<file path="config.mk">
export PLATFORM = sky130hd
export DESIGN_NAME = issue_hazard_ctrl
export DESIGN_NICKNAME = d
export VERILOG_FILES = /design/src/rtl/cpu_pkg.sv /design/src/rtl/hazard_scoreboard.sv /design/src/rtl/issue_hazard_ctrl.sv
export SDC_FILE = /design/constraint.sdc
export NUM_CORES = 1
export LEC_CHECK = 0
export CAP_MARGIN = 25
export CORE_ASPECT_RATIO = 0.5
export CORE_UTILIZATION = 49
export CTS_CLUSTER_DIAMETER = 200
export CTS_CLUSTER_SIZE = 14
export DETAILED_ROUTE_END_ITERATION = 7
export GPL_TIMING_DRIVEN = 0
export PLACE_DENSITY = 0.88
export SLEW_MARGIN = 20
export SYNTH_ARGS = -nofsm -noshare
export SYNTH_HDL_FRONTEND = slang
export SYNTH_SLANG_ARGS = --single-unit
</file>
<file path="constraint.sdc">
create_clock -name clk -period 2.3 [get_ports clk]
set_clock_uncertainty 0.05 [all_clocks]
set_input_delay 0.345 -clock clk [delete_from_list [all_inputs] [get_ports clk]]
set_output_delay 0.345 -clock clk [all_outputs]
set_load 0.03 [all_outputs]
</file>
<file path="src/rtl/cpu_pkg.sv">
// Opcode map, opcode class helpers and issue FSM encoding shared by the
// issue stage and its hazard scoreboard.
package cpu_pkg;

    localparam logic [5:0] OP_NOP   = 6'd0;
    localparam logic [5:0] OP_ADD   = 6'd1;
    localparam logic [5:0] OP_SUB   = 6'd2;
    localparam logic [5:0] OP_MOVE  = 6'd3;
    localparam logic [5:0] OP_SGE   = 6'd4;
    localparam logic [5:0] OP_SLE   = 6'd5;
    localparam logic [5:0] OP_SGT   = 6'd6;
    localparam logic [5:0] OP_SLT   = 6'd7;
    localparam logic [5:0] OP_SEQ   = 6'd8;
    localparam logic [5:0] OP_SNE   = 6'd9;
    localparam logic [5:0] OP_AND   = 6'd10;
    localparam logic [5:0] OP_OR    = 6'd11;
    localparam logic [5:0] OP_XOR   = 6'd12;
    localparam logic [5:0] OP_NOT   = 6'd13;
    localparam logic [5:0] OP_MOVEI = 6'd14;
    localparam logic [5:0] OP_SLI   = 6'd15;
    localparam logic [5:0] OP_SRI   = 6'd16;
    localparam logic [5:0] OP_ADDI  = 6'd17;
    localparam logic [5:0] OP_SUBI  = 6'd18;
    localparam logic [5:0] OP_LOAD  = 6'd19;
    localparam logic [5:0] OP_STORE = 6'd20;
    localparam logic [5:0] OP_JUMP  = 6'd21;
    localparam logic [5:0] OP_BRA   = 6'd22;
    localparam logic [5:0] OP_ADDF  = 6'd23;
    localparam logic [5:0] OP_MULF  = 6'd24;

    typedef enum logic [1:0] {
        RUN     = 2'd0,
        STALL   = 2'd1,
        BR_WAIT = 2'd2,
        FLUSH   = 2'd3
    } state_e;

    // Codes above MULF are undefined and behave as NOP.
    function automatic logic is_defined(input logic [5:0] op);
        return op <= OP_MULF;
    endfunction

    function automatic logic writes_reg(input logic [5:0] op);
        case (op)
            OP_ADD, OP_SUB, OP_MOVE, OP_SGE, OP_SLE, OP_SGT, OP_SLT,
            OP_SEQ, OP_SNE, OP_AND, OP_OR, OP_XOR, OP_NOT, OP_MOVEI,
            OP_SLI, OP_SRI, OP_ADDI, OP_SUBI, OP_LOAD, OP_ADDF,
            OP_MULF: return 1'b1;
            default: return 1'b0;
        endcase
    endfunction

    function automatic logic uses_rs1(input logic [5:0] op);
        return is_defined(op) &&
               !(op inside {OP_NOP, OP_MOVEI, OP_JUMP});
    endfunction

    function automatic logic uses_rs2(input logic [5:0] op);
        case (op)
            OP_ADD, OP_SUB, OP_STORE, OP_SGE, OP_SLE, OP_SGT, OP_SLT,
            OP_SEQ, OP_SNE, OP_AND, OP_OR, OP_XOR, OP_ADDF,
            OP_MULF: return 1'b1;
            default: return 1'b0;
        endcase
    endfunction

    function automatic logic is_branch(input logic [5:0] op);
        return (op == OP_JUMP) || (op == OP_BRA);
    endfunction

endpackage

</file>
<file path="src/rtl/hazard_scoreboard.sv">
// Shift register of in-flight writers (EX, MEM, WB) and RAW comparator.
// Ports: ld_* = instruction issued this cycle (ld_v=0 for a bubble);
// id_* = candidate in decode; hazard = candidate reads a pending rd.
module hazard_scoreboard
    import cpu_pkg::*;
#(
    parameter int REG_AW    = 5,
    parameter int HAZ_DEPTH = 3
) (
    input  logic              clk,
    input  logic              rst,
    input  logic              ld_v,
    input  logic              ld_wr,
    input  logic [REG_AW-1:0] ld_rd,
    input  logic              id_valid,
    input  logic [5:0]        id_opcode,
    input  logic [REG_AW-1:0] id_rs1,
    input  logic [REG_AW-1:0] id_rs2,
    output logic              hazard
);

    logic [HAZ_DEPTH-1:0]             v_q, v_d;
    logic [HAZ_DEPTH-1:0]             wr_q, wr_d;
    logic [HAZ_DEPTH-1:0][REG_AW-1:0] rd_q, rd_d;

    always_comb begin
        v_d     = v_q;
        wr_d    = wr_q;
        rd_d    = rd_q;
        v_d[0]  = ld_v;
        wr_d[0] = ld_wr;
        rd_d[0] = ld_rd;
        for (int i = 1; i < HAZ_DEPTH; i++) begin
            v_d[i]  = v_q[i-1];
            wr_d[i] = wr_q[i-1];
            rd_d[i] = rd_q[i-1];
        end
    end

    always_ff @(posedge clk or posedge rst) begin
        if (rst) begin
            v_q  <= '0;
            wr_q <= '0;
            rd_q <= '0;
        end else begin
            v_q  <= v_d;
            wr_q <= wr_d;
            rd_q <= rd_d;
        end
    end

    logic use1, use2, hit;

    always_comb begin
        use1 = uses_rs1(id_opcode);
        use2 = uses_rs2(id_opcode);
        hit  = 1'b0;
        for (int i = 0; i < HAZ_DEPTH; i++) begin
            if (v_q[i] && wr_q[i] &&
                ((use1 && rd_q[i] == id_rs1) ||
                 (use2 && rd_q[i] == id_rs2)))
                hit = 1'b1;
        end
        hazard = id_valid && hit;
    end

endmodule

</file>
<file path="src/rtl/issue_hazard_ctrl.sv">
// Issue stage: stalls on RAW hazards and squashes wrong-path fetches.
// Ports: id_* candidate in, ex_br_taken from EX; stall/flush to fetch,
// issue_valid/issue_opcode (registered) to decoder, state_o for debug.
module issue_hazard_ctrl
    import cpu_pkg::*;
#(
    parameter int REG_AW     = 5,
    parameter int HAZ_DEPTH  = 3,
    parameter int BR_PENALTY = 2
) (
    input  logic              clk,
    input  logic              rst,
    input  logic              id_valid,
    input  logic [5:0]        id_opcode,
    input  logic [REG_AW-1:0] id_rd,
    input  logic [REG_AW-1:0] id_rs1,
    input  logic [REG_AW-1:0] id_rs2,
    input  logic              ex_br_taken,
    output logic              stall,
    output logic              issue_valid,
    output logic [5:0]        issue_opcode,
    output logic              flush,
    output logic [1:0]        state_o
);

    localparam int CW = $clog2(BR_PENALTY + 1);

    state_e            state_q, state_d;
    logic [CW-1:0]     cnt_q, cnt_d;
    logic              iv_q, iv_d;
    logic [5:0]        op_q, op_d;
    logic              ld_v, ld_wr;
    logic [REG_AW-1:0] ld_rd;
    logic              hazard, issue_path, taken;

    hazard_scoreboard #(
        .REG_AW    (REG_AW),
        .HAZ_DEPTH (HAZ_DEPTH)
    ) u_sb (
        .clk       (clk),
        .rst       (rst),
        .ld_v      (ld_v),
        .ld_wr     (ld_wr),
        .ld_rd     (ld_rd),
        .id_valid  (id_valid),
        .id_opcode (id_opcode),
        .id_rs1    (id_rs1),
        .id_rs2    (id_rs2),
        .hazard    (hazard)
    );

    // In BR_WAIT the branch issued last cycle is still on issue_opcode.
    assign taken = (op_q == OP_JUMP) || ex_br_taken;

    always_comb begin
        state_d    = state_q;
        cnt_d      = cnt_q;
        iv_d       = 1'b0;
        op_d       = OP_NOP;
        ld_v       = 1'b0;
        ld_wr      = 1'b0;
        ld_rd      = '0;
        stall      = 1'b0;
        flush      = 1'b0;
        issue_path = 1'b0;

        unique case (state_q)
            RUN, STALL: issue_path = 1'b1;
            BR_WAIT: begin
                if (taken) begin
                    // Flush wins: hazards on wrong-path code never stall.
                    flush   = 1'b1;
                    cnt_d   = CW'(BR_PENALTY - 1);
                    state_d = (BR_PENALTY > 1) ? FLUSH : RUN;
                end else begin
                    issue_path = 1'b1;
                end
            end
            FLUSH: begin
                cnt_d = cnt_q - CW'(1);
                if (cnt_d == '0)
                    state_d = RUN;
            end
        endcase

        if (issue_path) begin
            if (hazard) begin
                stall   = 1'b1;
                state_d = STALL;
            end else begin
                state_d = RUN;
                if (id_valid && is_defined(id_opcode) &&
                    id_opcode != OP_NOP) begin
                    iv_d  = 1'b1;
                    op_d  = id_opcode;
                    ld_v  = 1'b1;
                    ld_wr = writes_reg(id_opcode);
                    ld_rd = id_rd;
                    if (is_branch(id_opcode))
                        state_d = BR_WAIT;
                end
            end
        end
    end

    always_ff @(posedge clk or posedge rst) begin
        if (rst) begin
            state_q <= RUN;
            cnt_q   <= '0;
            iv_q    <= 1'b0;
            op_q    <= OP_NOP;
        end else begin
            state_q <= state_d;
            cnt_q   <= cnt_d;
            iv_q    <= iv_d;
            op_q    <= op_d;
        end
    end

    assign issue_valid  = iv_q;
    assign issue_opcode = op_q;
    assign state_o      = state_q;

endmodule

</file>
# Word-level counts from Yosys, hierarchy flattened
# Memories as Yosys holds them, arrays and structs flattened.
# Index checks and enable logic that the tools add are counted.
# classes
add_sub_neg,1
order_cmp,1
eq_ne,16
mux,32
reduce_logical,32
# ops
op,n
5-bit == test,6
6-bit by 5-bit == test with 1-bit output (second input constant),3
6-bit two-way mux,3
1-bit logical AND,16
1-bit two-way mux,16
5-bit two-way mux,3
2-bit two-way mux,7
2-bit one-hot mux with 2 select lines,2
6-bit by 4-bit == test with 1-bit output (second input constant),1
6-bit by 5-bit less-or-equal comparator with 1-bit output (second input constant),1
6-bit logical NOT,1
3-bit != test (second input constant),2
3-bit nonzero test,2
6-bit nonzero test,1
1-bit logical OR,5
2-bit == test (second input constant),2
2-bit logical NOT,2
3-bit AND reduction,1
2-bit by 1-bit == test with 1-bit output (second input constant),1
2-bit != test (second input constant),1
1-bit one-hot mux with 2 select lines,1
2-bit AND reduction,1
2-bit nonzero test,1
2-bit OR reduction,1
2 further kinds,2
# totals
regBits,32
romBits,64
input_bits,25
out_inout_bits,11
memories,2
# memory_table
memory,depth,width,read_ports,rd_clocked_by_memory_dff,wr,line_no,rtl
(no name shown),32,1,1,0,0,cpu_pkg.sv:44,case (op)
(no name shown),32,1,1,0,0,cpu_pkg.sv:59,case (op)

# Depth between registers and ports, before layout
# depth
ltp_word,13
ltp_mapped,9
mapped_depth_nobuf,8

# Hierarchy
# Synthesis repeated with hierarchy kept, for this count alone.
# hier_totals
hier_cells,156
hier_area_um2,1646.6
# by_module_without_submodules
module,n_inst,cells_per_inst,area_each_um2,seq_area_each_um2
hazard_scoreboard,1,90,1042.2,525.5
issue_hazard_ctrl,1,66,604.3,275.3

# Worst setup path before layout
# Ideal clock, no wire load.
# synth_path
path_type,input to output
from,input id_opcode[0]
to,output stall
t_arrival_ns,2.130
required_time_ns,1.905
path_slack_ns,-0.225
path_stages,7
n_path_buf,0
cell_sequence,inv_1 > ha_1 > and2_1 > o32a_1 > a2111oi_0 > o211ai_1 > a31oi_1
# synth_via
elab_chain_len,13
word_cells_on_any_way,27
# synth_lines
item,line_no,rtl
"start, declared",issue_hazard_ctrl.sv:14,"input logic [5:0] id_opcode,"
"parallel branches: the longest is 9 deep, another holds memory 32 x 1 bit",--,
1-bit two-way mux *,hazard_scoreboard.sv:59,if (v_q[i] && wr_q[i] &&
1-bit logical AND *,hazard_scoreboard.sv:64,hazard = id_valid && hit;
1-bit two-way mux *,issue_hazard_ctrl.sv:87,if (hazard) begin
1-bit two-way mux *,issue_hazard_ctrl.sv:86,if (issue_path) begin
"end, declared",issue_hazard_ctrl.sv:19,"output logic stall,"
# Mark *: on every way between the ends.

# Final worst setup path
# layout_path
from,input id_opcode[1]
to,output stall
# The elaborated chain is that of the path after synthesis.

==> out/summary.txt <==
================================================================================
Router iterations before antenna repair                                        4
Routed wire length                                                       4780 µm
Maximum buffer depth of the clock tree                                         2
Minimum clock period after layout                                        2.49 ns
Total die area                                                          3450 µm²
First-pass GRT wire length                                               6290 µm
Syn. warnings                                                                  0
Max Cap Viol                                                                   0
Site Rows                                                                     14
Final weighted congestion in routability-driven placement                  0.866
Seq/Total Area, Yosys                                                      49.3%
Cell leakage power                                                       1.03 nW
Initial antenna violation count                                                0
Met2 demand-to-capacity share in global routing                            39.0%
Area after detailed placement                                           1980 µm²
Summed area of non-filler cells in the final layout                     2330 µm²
Total global-route track usage                                             26.2%
End of the worst hold path                                          u_sb.wr_q[2]$_DFF_PP0_
Area leader, netlist                                                     dfrtp_1
Violated checks                                                     setup timing
Result of the run                                                   finished with violations
Actual slew at the worst max-slew pin                                   0.638 ns
Fraction of the cycle the final worst path needs                            108%
Total CTS buffers                                                              5
1st-iter DRT viols                                                            92
Overall power consumption                                                1.26 mW
Drt via density                                                             5.61
Number of distinct library cells after synthesis                              36
Relative slew margins                                                      57.4%
Average detailed-routed wire length per instance                         20.5 µm
Maximum number of pins on one net before global-route repair                  32
Number of hold-slack violations in the final timing report                     0
Worst min-delay path class                                               reg2reg
Sum Neg Setup Slack                                                    -0.645 ns
Number of inserted diodes                                                      0
Reg2Reg Capture Point                                               u_sb.rd_d[7]$_DFF_PP0_
Worst setup margin                                                     -0.188 ns
WP buf/inv                                                                     3
Reg2Reg Setup Slack                                                      0.02 ns
Post-synthesis cell count                                                    140
Final number of max-transition violations                                      0
Yosys top cell area share                                                  49.3%
CTS tree                                                                     yes
Register-to-Register Path Depth                                                9
Remaining design rule violation count                                          0
Total of fill cells in the finished design                                   173
Number of synthesized register bits                                           31
Synthesis-to-layout area growth                                            48.3%
Top_reg_cell synth                                                       dfrtp_1
Max stage delay on crit path                                             0.33 ns
WS Path Type                                                              in2out
Post-detailed-route count of antenna-violating nets                            0
Leading cell types by total area after synthesis                    dfrtp_1 (49%), xnor2_1 (17%), ha_1 (4.0%)
Initial Utilization                                                        51.9%
Cell type group with the largest total delay on the critical path   compound AO/OA/AOI/OAI gates
Count of flip-flops with a built-in enable after synthesis                     0
Number of port buffers                                                        34
Number of H-tree branching levels                                              2
Clock-pin transition on the worst setup and hold timing paths            0.06 ns
FFs w/ async S/R, synth                                                     100%
Via count of the first global-routing pass                                  1227
Chip Height                                                              42.1 µm
Insertion delay of the later-clocked pin in the worst-skew pair          0.29 ns
Total via count in the routed design                                        1307
Global route total overflow                                                    0
Global routing usage on met3                                               9.13%
Setup repair after global routing missed its margin                          yes
Grt met1 use                                                               34.9%
Worst-case vdd ir drop                                                  0.456 mV
Post-DP HPWL                                                             2530 µm
Chip width                                                               82.1 µm
Setup crit start kind                                                 input port
Power per cell area                                                   540 nW/µm²
Core Region                                                             3030 µm²
Layout Cells excl Fill                                                       233
Type of element capturing the critical path                           output pin
Largest fanout on the critical path                                            3
CP Data Required Time                                                    1.90 ns
Critical register-to-register path startpoint                       u_sb.rd_q[14]$_DFF_PP0_
Highest achievable clock rate                                          0.402 GHz
Slowest CP cell                                                        a2111oi_4
Count of boundary I/O pins                                                    36
Cells along the critical path                                       buf_8 > inv_4 > ha_4 > and2_4 > o32a_4 > a2111oi_4 > o211ai_1 > a31oi_4 > buf_6
Cell area after synthesis                                               1570 µm²
Cell chosen for the clock root                                          clkbuf_8
Share of cells above drive strength 1                                      30.1%
Placed insts                                                                 214
Number of failing setup endpoints in the final timing report                  11
# nets final                                                                 222
Number of clock sinks seen by CTS                                             31
Grt peak-use layer                                                          met2
Cell count of the worst hold path                                              0
Worst hold path startpoint                                          u_sb.wr_q[1]$_DFF_PP0_
Data arrival at the endpoint of the critical path                        2.09 ns
Syn_area_per_cell                                                       11.2 µm²
Synthesized Nets                                                             170
================================================================================
## metal layers
layer  share of wire [%]  wire, µm  vias up
met4                 1.6        75        0
met5                   0         0        -
met3                 7.0       333       11
met2                  47      2270       71
met1                  44      2100      647
li1                    -         -      578
## cell usage in the layout (no fill, tap or decap), types with 4 or more instances in the layout
| master | n |
|---|---|
| and2_4 | 7 |
| buf_4 | 11 |
| clkbuf_2 | 4 |
| clkbuf_8 | 5 |
| clkdlybuf4s50_1 | 18 |
| dfrtp_1 | 31 |
| dlymetal6s2s_1 | 9 |
| nand2_1 | 10 |
| nand3_1 | 7 |
| o211ai_1 | 4 |
| xnor2_1 | 28 |
## power by group
part           total, mW  leakage [nW]  internal (mW)  switching (mW)
logic              0.253         0.570          0.123           0.130
registers          0.592         0.418          0.569          0.0221
clock network      0.415        0.0422          0.212           0.203
## kinds of logic after synthesis
| kind of cell | count (synthesis) | share of synthesized area, % |
|---|---|---|
| buffers and inverters | 8 | 2.63 |
| other | 1 | 0.238 |
| XOR/XNOR | 31 | 17.3 |
| adder cells (fa/ha/maj) | 5 | 3.98 |
| AND/OR/NAND/NOR | 47 | 18.1 |
| AO/OA/AOI/OAI | 17 | 8.43 |
| flip-flops | 31 | 49.3 |
## area by class of cell
cell class                 instances  area, µm²  area share, %
multi-input combinational        101        938           40.2
sequential                        31        776           33.3
timing repair buffer              45        440           18.9
clock buffer                       7       76.3           3.27
tap                               40       50.0           2.15
inverter                           6       27.5           1.18
buffer                             2       18.8          0.805
clock inverter                     1       5.00          0.215
## synthesized netlist by cell type, drive strengths merged, types with 2 or more instances
cell type  number
nand2b          3
xnor2          30
inv             6
nand3           7
o211ai          4
buf             2
dfrtp          31
o21ai           2
nand2          10
nand3b          2
a2111oi         3
and2           12
ha              5
nor4            3
nor2            3
## flip-flops by register name, indices dropped and copies added, names as in the netlist
register      count
u_sb.rd_d        10
issue_opcode      6
u_sb.rd_q         5
u_sb.v_q          3
u_sb.wr_q         3
cnt_q             2
state_o           2
## worst max path at each step
stage                  from  endpoint  cells past startpoint  slack, ns
6_report       id_opcode[1]     stall                      9      -0.19
2_1_floorplan  id_opcode[0]     stall                      7       0.04
3_5_place_dp   id_opcode[0]     stall                      9      -1.33
4_1_cts        id_opcode[0]     stall                      9      -0.23
5_1_grt           id_rs1[1]     stall                      7      -0.26
3_3_place_gp   id_opcode[0]     stall                      9      -1.37
## metrics by stage
step                      util (%)  setup slack, ns  hold WS [ns]
after floorplan                  -           0.0366         0.304
after global placement        65.3            -1.37         0.311
after detailed placement      65.3            -1.33         0.310
after CTS                     71.5           -0.234         0.301
after global routing          77.0           -0.256         0.324
final                         77.0           -0.188         0.331
## what timing repair did
action | 4_1_cts | 5_1_grt
cloned | 1 | 0
pin swaps | 10 | 16
endpoints found under the setup margin | 16 | 15
gates resized for setup | 41 | 35
hold buffers | 0 | 0
buffers inserted | 5 | 5
No activity file was read; power rests on OpenSTA's default activity.
